`src/rtl/pulse_seq_ctrl.sv`:
```
// -----------------------------------------------------------------------------
// pulse_seq_ctrl
//
// Sequencer for the 32-bit command FIFO that feeds pulse_gen. A host fills a
// small table of (coarse, fine) pulse entries. A start request then emits:
//   set_period  {8'd2, period}
//   reset_clock {8'd0, 24'd0}
//   send_pulse  {8'd1, coarse[15:0], fine[7:0]}  for every table entry
// The table pass is repeated cfg_repeat times. A value of 0 repeats until abort.
// When cfg_resync is set, a reset_clock word goes in front of every pass.
//
// FIFO handshake (write side, one rule only):
//   fifo_wr is combinational: it is high in PERIOD/RST/PULSE when fifo_full
//   is low and abort is low. fifo_wdata is valid whenever fifo_wr is high.
//   A word counts as written exactly in a cycle with fifo_wr=1, and the FSM
//   advances only on such a cycle. A full FIFO stalls the FSM on the same
//   word for as long as needed, so no word is ever lost or duplicated.
//
// Ports
//   clk         clock
//   rst         asynchronous reset, active low
//   cfg_we      table write strobe (ignored with err while busy or fine > 15)
//   cfg_addr    table write address
//   cfg_data    table entry: [23:8] coarse delay, [7:0] fine delay
//   cfg_len     entries per pass, 1..DEPTH, sampled at start
//   cfg_period  clock period word, sampled at start
//   cfg_repeat  number of passes, 0 = infinite, sampled at start
//   cfg_resync  1: emit reset_clock before every pass, sampled at start
//   start       level, sampled only in IDLE
//   abort       returns the sequencer to IDLE and suppresses the current write
//   fifo_full   FIFO full flag
//   fifo_wr     FIFO write strobe
//   fifo_wdata  FIFO write data {cmd[7:0], payload[23:0]}
//   busy        high in any state other than IDLE
//   done        one-cycle pulse after the last word of the last pass
//   err         one-cycle pulse after a rejected start or table write
//   cur_rep     number of passes completed in the current run
//   state_dbg   current FSM state encoding, for observation only
// -----------------------------------------------------------------------------
module pulse_seq_ctrl #(
    parameter int DEPTH  = 16,
    parameter int ADDR_W = 4
) (
    input  logic              clk,
    input  logic              rst,
    input  logic              cfg_we,
    input  logic [ADDR_W-1:0] cfg_addr,
    input  logic [23:0]       cfg_data,
    input  logic [ADDR_W:0]   cfg_len,
    input  logic [23:0]       cfg_period,
    input  logic [15:0]       cfg_repeat,
    input  logic              cfg_resync,
    input  logic              start,
    input  logic              abort,
    input  logic              fifo_full,
    output logic              fifo_wr,
    output logic [31:0]       fifo_wdata,
    output logic              busy,
    output logic              done,
    output logic              err,
    output logic [15:0]       cur_rep,
    output logic [2:0]        state_dbg
);

    typedef enum logic [2:0] {
        S_IDLE   = 3'd0,
        S_PERIOD = 3'd1,
        S_RST    = 3'd2,
        S_PULSE  = 3'd3,
        S_PASS   = 3'd4,
        S_DONE   = 3'd5
    } state_t;

    localparam logic [7:0]        CMD_RST    = 8'd0;
    localparam logic [7:0]        CMD_PULSE  = 8'd1;
    localparam logic [7:0]        CMD_PERIOD = 8'd2;
    localparam logic [ADDR_W:0]   LEN_MAX    = (ADDR_W+1)'(DEPTH);
    localparam logic [ADDR_W:0]   LEN_ONE    = (ADDR_W+1)'(1);
    localparam logic [ADDR_W-1:0] IDX_ONE    = ADDR_W'(1);

    state_t state_q, state_d;

    // Run parameters captured at start so the host may reprogram them mid-run.
    logic [ADDR_W:0]   len_q;
    logic [23:0]       period_q;
    logic [15:0]       repeat_q;
    logic              resync_q;

    logic [ADDR_W-1:0] idx_q;
    logic [15:0]       cur_rep_q;
    logic              err_q;

    // Pulse table. Contents are not reset; the host must program it.
    logic [23:0]       table_mem [DEPTH];

    logic len_ok;
    logic start_go;
    logic start_bad;
    logic wr_ok;
    logic last_entry;
    logic rep_hit;
    logic fine_ok;
    logic tbl_we;
    logic tbl_rej;
    logic pulse_wr;

    // ---------------------------------------------------------------------
    // Request decode
    // ---------------------------------------------------------------------
    assign len_ok    = (cfg_len != '0) && (cfg_len <= LEN_MAX);
    // abort has priority over start while idle.
    assign start_go  = (state_q == S_IDLE) && start && !abort && len_ok;
    assign start_bad = (state_q == S_IDLE) && start && !abort && !len_ok;

    assign wr_ok      = !fifo_full && !abort;
    assign last_entry = ({1'b0, idx_q} == (len_q - LEN_ONE));
    // Only a finite repeat count can terminate; 0 runs until abort.
    assign rep_hit    = (repeat_q != 16'd0) && (cur_rep_q == repeat_q);

    assign fine_ok = (cfg_data[7:0] <= 8'd15);
    assign tbl_we  = cfg_we && !busy && fine_ok;
    assign tbl_rej = cfg_we && (busy || !fine_ok);

    assign pulse_wr = (state_q == S_PULSE) && fifo_wr;

    // ---------------------------------------------------------------------
    // FSM state register
    // ---------------------------------------------------------------------
    always_ff @(posedge clk or negedge rst) begin
        if (!rst) begin
            state_q <= S_IDLE;
        end else begin
            state_q <= state_d;
        end
    end

    // ---------------------------------------------------------------------
    // FSM next state and outputs
    // ---------------------------------------------------------------------
    always_comb begin
        state_d    = state_q;
        fifo_wr    = 1'b0;
        fifo_wdata = 32'd0;
        done       = 1'b0;

        case (state_q)
            S_IDLE: begin
                if (start_go) begin
                    state_d = S_PERIOD;
                end
            end

            S_PERIOD: begin
                fifo_wdata = {CMD_PERIOD, period_q};
                fifo_wr    = wr_ok;
                if (wr_ok) begin
                    state_d = S_RST;
                end
            end

            S_RST: begin
                fifo_wdata = {CMD_RST, 24'd0};
                fifo_wr    = wr_ok;
                if (wr_ok) begin
                    state_d = S_PULSE;
                end
            end

            S_PULSE: begin
                fifo_wdata = {CMD_PULSE, table_mem[idx_q]};
                fifo_wr    = wr_ok;
                if (wr_ok && last_entry) begin
                    state_d = S_PASS;
                end
            end

            // One idle cycle between passes; cur_rep already counts the
            // pass that just finished, so the end test can use it directly.
            S_PASS: begin
                if (rep_hit) begin
                    state_d = S_DONE;
                end else if (resync_q) begin
                    state_d = S_RST;
                end else begin
                    state_d = S_PULSE;
                end
            end

            S_DONE: begin
                done    = !abort;
                state_d = S_IDLE;
            end

            default: begin
                state_d = S_IDLE;
            end
        endcase

        if (abort && (state_q != S_IDLE)) begin
            state_d = S_IDLE;
        end
    end

    // ---------------------------------------------------------------------
    // Run datapath: latched config, table index, pass counter, err pulse
    // ---------------------------------------------------------------------
    always_ff @(posedge clk or negedge rst) begin
        if (!rst) begin
            len_q     <= '0;
            period_q  <= 24'd0;
            repeat_q  <= 16'd0;
            resync_q  <= 1'b0;
            idx_q     <= '0;
            cur_rep_q <= 16'd0;
            err_q     <= 1'b0;
        end else begin
            err_q <= start_bad || tbl_rej;

            if (start_go) begin
                len_q     <= cfg_len;
                period_q  <= cfg_period;
                repeat_q  <= cfg_repeat;
                resync_q  <= cfg_resync;
                idx_q     <= '0;
                cur_rep_q <= 16'd0;
            end else if (pulse_wr) begin
                if (last_entry) begin
                    idx_q     <= '0;
                    // Wraps naturally at 16'hFFFF in infinite mode.
                    cur_rep_q <= cur_rep_q + 16'd1;
                end else begin
                    idx_q <= idx_q + IDX_ONE;
                end
            end
        end
    end

    // ---------------------------------------------------------------------
    // Table write port
    // ---------------------------------------------------------------------
    always_ff @(posedge clk) begin
        if (tbl_we) begin
            table_mem[cfg_addr] <= cfg_data;
        end
    end

    assign busy      = (state_q != S_IDLE);
    assign err       = err_q;
    assign cur_rep   = cur_rep_q;
    assign state_dbg = state_q;

endmodule

```
`config.mk`:
```
export PLATFORM = sky130hd
export DESIGN_NAME = pulse_seq_ctrl
export DESIGN_NICKNAME = d
export VERILOG_FILES = /design/src/rtl/pulse_seq_ctrl.sv
export SDC_FILE = /design/constraint.sdc
export NUM_CORES = 1
export LEC_CHECK = 0
export ABC_AREA = 1
export CAP_MARGIN = 20
export CORE_ASPECT_RATIO = 0.9
export CORE_UTILIZATION = 50
export CTS_BUF_LIST = sky130_fd_sc_hd__clkbuf_8
export DETAILED_ROUTE_END_ITERATION = 10
export PLACE_DENSITY = 0.8
export SLEW_MARGIN = 10
export SYNTH_ARGS = -nofsm -noshare
export SYNTH_HDL_FRONTEND = slang
export SYNTH_SLANG_ARGS = --single-unit
```
`constraint.sdc`:
```
create_clock -name clk -period 2.79 [get_ports clk]
set_input_delay 0.4185 -clock clk [delete_from_list [all_inputs] [get_ports clk]]
set_output_delay 0.4185 -clock clk [all_outputs]
set_load 0.03 [all_outputs]
```
==> results.toml, run 1 <==
[timing]
finClkSkew_ns = 0.0244
fin_crit_sh_pct = 107
max_clock_freq_mhz = 334
maxSlewViolCount = 0
tightest_slew_ns = 0.819
fin_crit_ns = 3.00
slew_headroom_pct = 45.2
hold_viol_final = 0
rsz0062_at_grt = "yes"
finalSetupTns_ns = -3.41
finalSetupViolations = 24
setup_ws_ns = -0.208

[yosys]
synth_mux_area_share_pct = 1.57
synth_xor_area_share_pct = 0.413
ys_seq_area_share_pct = 69.6
synth_cells = 1642
ys_types = 39
synth_edf_count = 384
synth_compound_gate_area_share_pct = 11.4
yosys.area.top_type = "edfxtp_1"
synth.top_cell.area_share_pct = 60.5
synthAdderAreaFrac_pct = 0.197
synth-seq-cells = 454
synth.avg_cell_area_sq_um = 11.6
syn_area_sq_um = 19100
synth_top_flop_cell = "edfxtp_1"
synth-warning-count = 0
synth_common_cells = "edfxtp_1 (384), nor2_1 (292), nand2_1 (235)"
yosysMostFrequentCell = "edfxtp_1"
synth_async_sr_flop_share_pct = 15.4
synth-simple-area-share_pct = 13.0
synth_top_cells_by_area = "edfxtp_1 (60%), dfrtp_1 (9.2%), nor2_1 (5.7%)"
synth_top_family_by_area = "simple AND/OR/NAND/NOR gates"

[worst_setup_path]
slowest_stage = "dfrtp_4"
r2r_slack_ns = 0.29
worstPathMaxFanout = 9
setup.worst_path.class = "register to output pin"
timing.rr.start = "state_dbg[1]"
worstPathArrival_ns = 2.58
crit_chain = "buf_12, clkbuf_16, o21ai_0, o211ai_1, o21ai_1, nand2_1, nand3_2, nand2_2, buf_6"
crit_path_max_incr_delay_ns = 0.62
endpoint_kind = "output pin"
startpoint = "idx_q[0]"
cp_num_buf_inv = 3
critPathLaunchType = "register"
required_ns = 2.37
cpLargestDelayFamily = "flip-flops"

[clock_network]
clockBufferDepth = 3
htree_levels = 3
cts_sinks = 454
worstSkewPairLatency_ns = 0.63
cts_tree = "built"
cts_buffers = 73
clk_pin_slew_ns = 0.06
cts_root_buf = "clkbuf_8"

[die]
fp.dieH_um = 187
ios = 135
rows = 67
die_area_sq_um = 38900
initial_core_util_pct = 51.0
fp.dieW_um = 208
core-area_sq_um = 37400

[cells_and_area]
final_area_sq_um = 23700
stdcell_count = 2376
num-nets-final = 1923
syn_to_final_growth_pct = 24.1
layout-drive-gt1-share_pct = 19.5
utilization_pct = 63.3

[drt]
route.vias.total = 14527
dr.pass1.iters = 6
postRouteAntennaNets = 0
wirelength_um = 55800
viasPerCell = 6.11
m1WireLength_um = 20600
drc_errors = 0
wl_met3_um = 5560
top_layer = "met4"
route.met2.wl_um = 27000
wl_per_cell_um = 23.5
drt_iter0_drc = 2063

[global_route]
grt_overflow_total = 0
grt_pass1_wl_um = 80700
grt_pass1_vias = 14419
grt_max_degree = 88
track_usage_pct = 27.1
grt_antenna_before_repair = 1

[power]
netSwitchingFraction_pct = 37.6
switchingPower_uw = 8310
pwr-share-seq_pct = 36.7
max-vdd-ir-drop_mv = 0.435
power.share.clock_pct = 24.6
power.internal_uw = 13800
pwr_density_cell_nw_per_um2 = 933
p_leak_uw = 0.00860
power.share.combinational_pct = 38.7

[placement]
port_buffers = 128
placed_area_sq_um = 21100
gp_congestion = 0.875
pre_cts_ws_ns = 0.205
placed_cells = 2216
dp_hpwl_um = 30100

[hold_path]
hold_path_class = "primary input to asynchronous set/reset pin"

[status]
violations = "setup timing"
outcome = "complete, but fails checks"

[job]
drv_cap = 0
[layout make-up]
class / instances / area [sq um]
fillers: 2661 / 13700
flip-flops and latches: 454 / 13300
multi-input cells: 1036 / 5520
repair buffers: 217 / 2660
clock buffers: 82 / 1130
well taps: 483 / 604
clock inverters: 45 / 230
inverters: 57 / 226
repair inverters: 1 / 16.3
diodes: 1 / 2.50
[timing repair]
item,CTS,global route
cloned,12,10
buffers inserted,6,4
endpoints found under the hold margin,42,0
pin swaps,21,41
gates resized for setup,112,139
hold buffers,1,0
setup endpoints to repair,24,24
[cell families after synthesis]
kind of cell	Yosys count
other	1
XOR/XNOR	9
buffers and inverters	157
AO/OA/AOI/OAI	377
flip-flops	454
adder cells (fa/ha/maj)	3
AND/OR/NAND/NOR	615
multiplexers	26
[power by group through the flow]
stage	Clock, uW	Sequential (uW)	Combinational, uW
finish	5430	8110	8550
global route	5750	8150	9020
CTS	5420	8090	7460
detailed placement	0	8190	6340
global placement	0	8170	6140
floorplan	0	8150	4130
[per-layer routing]
metal,vias to the layer above,global-route usage [%]
li1,6274,-
met1,7018,34.4
met2,1033,43.9
met3,202,5.24
met4,0,15.2
met5,-,0
[placed cells by master (no fill, tap or decap), types with 9 or more instances in the layout]
cell and n:
clkbuf_8 82, inv_1 76, edfxtp_1 384, nor2_1 254, dfrtp_1 67, buf_12 18, buf_16 15, o21ai_0 115
o22ai_1 40, o221ai_1 26, nand3_2 22, mux2_2 24, nand3_1 36, nand4_1 9, buf_4 46, nand2_2 17
clkdlybuf4s50_1 102, o21ai_2 32, buf_6 26, nand2_1 221, clkinv_1 10, a21oi_1 25, nor2_2 32, o211ai_1 22
o21ai_1 106
[path summary, 6_finish.rpt]
path	depth (start not counted)	to
worst max-delay path	9	fifo_wdata[8]
worst max register to register	8	table_mem[2][21]
worst min register to register	1	period_q[13]
min in group clk	3	repeat_q[10]
worst min-delay path	2	period_q[8]
max in group asynchronous	3	cur_rep[15]
[state kept, by name, indices dropped and copies added (netlist names)]
register,flops
state_dbg,3
len_q,5
idx_q,4
repeat_q,16
table_mem,384
cur_rep,16
period_q,24
resync_q,1
err,1
[metrics by stage]
stage	hold slack (ns)	total power (uW)
6_report	0.351	22100
5_1_grt	0.393	22900
4_1_cts	0.373	21000
3_5_place_dp	0.486	14500
3_3_place_gp	0.479	14300
2_1_floorplan	0.123	12300
(Power assumes the default switching activity.)
==> run 2, diff against run 1 <==
--- a/config.mk
+++ b/config.mk
@@ -6,7 +6,6 @@
 export NUM_CORES = 1
 export LEC_CHECK = 0
 export ABC_AREA = 1
-export CAP_MARGIN = 20
 export CORE_ASPECT_RATIO = 0.9
 export CORE_UTILIZATION = 50
 export CTS_BUF_LIST = sky130_fd_sc_hd__clkbuf_8
==> results of run 2 <==
Final layout, timing and power as in run 1 (identical DEF).
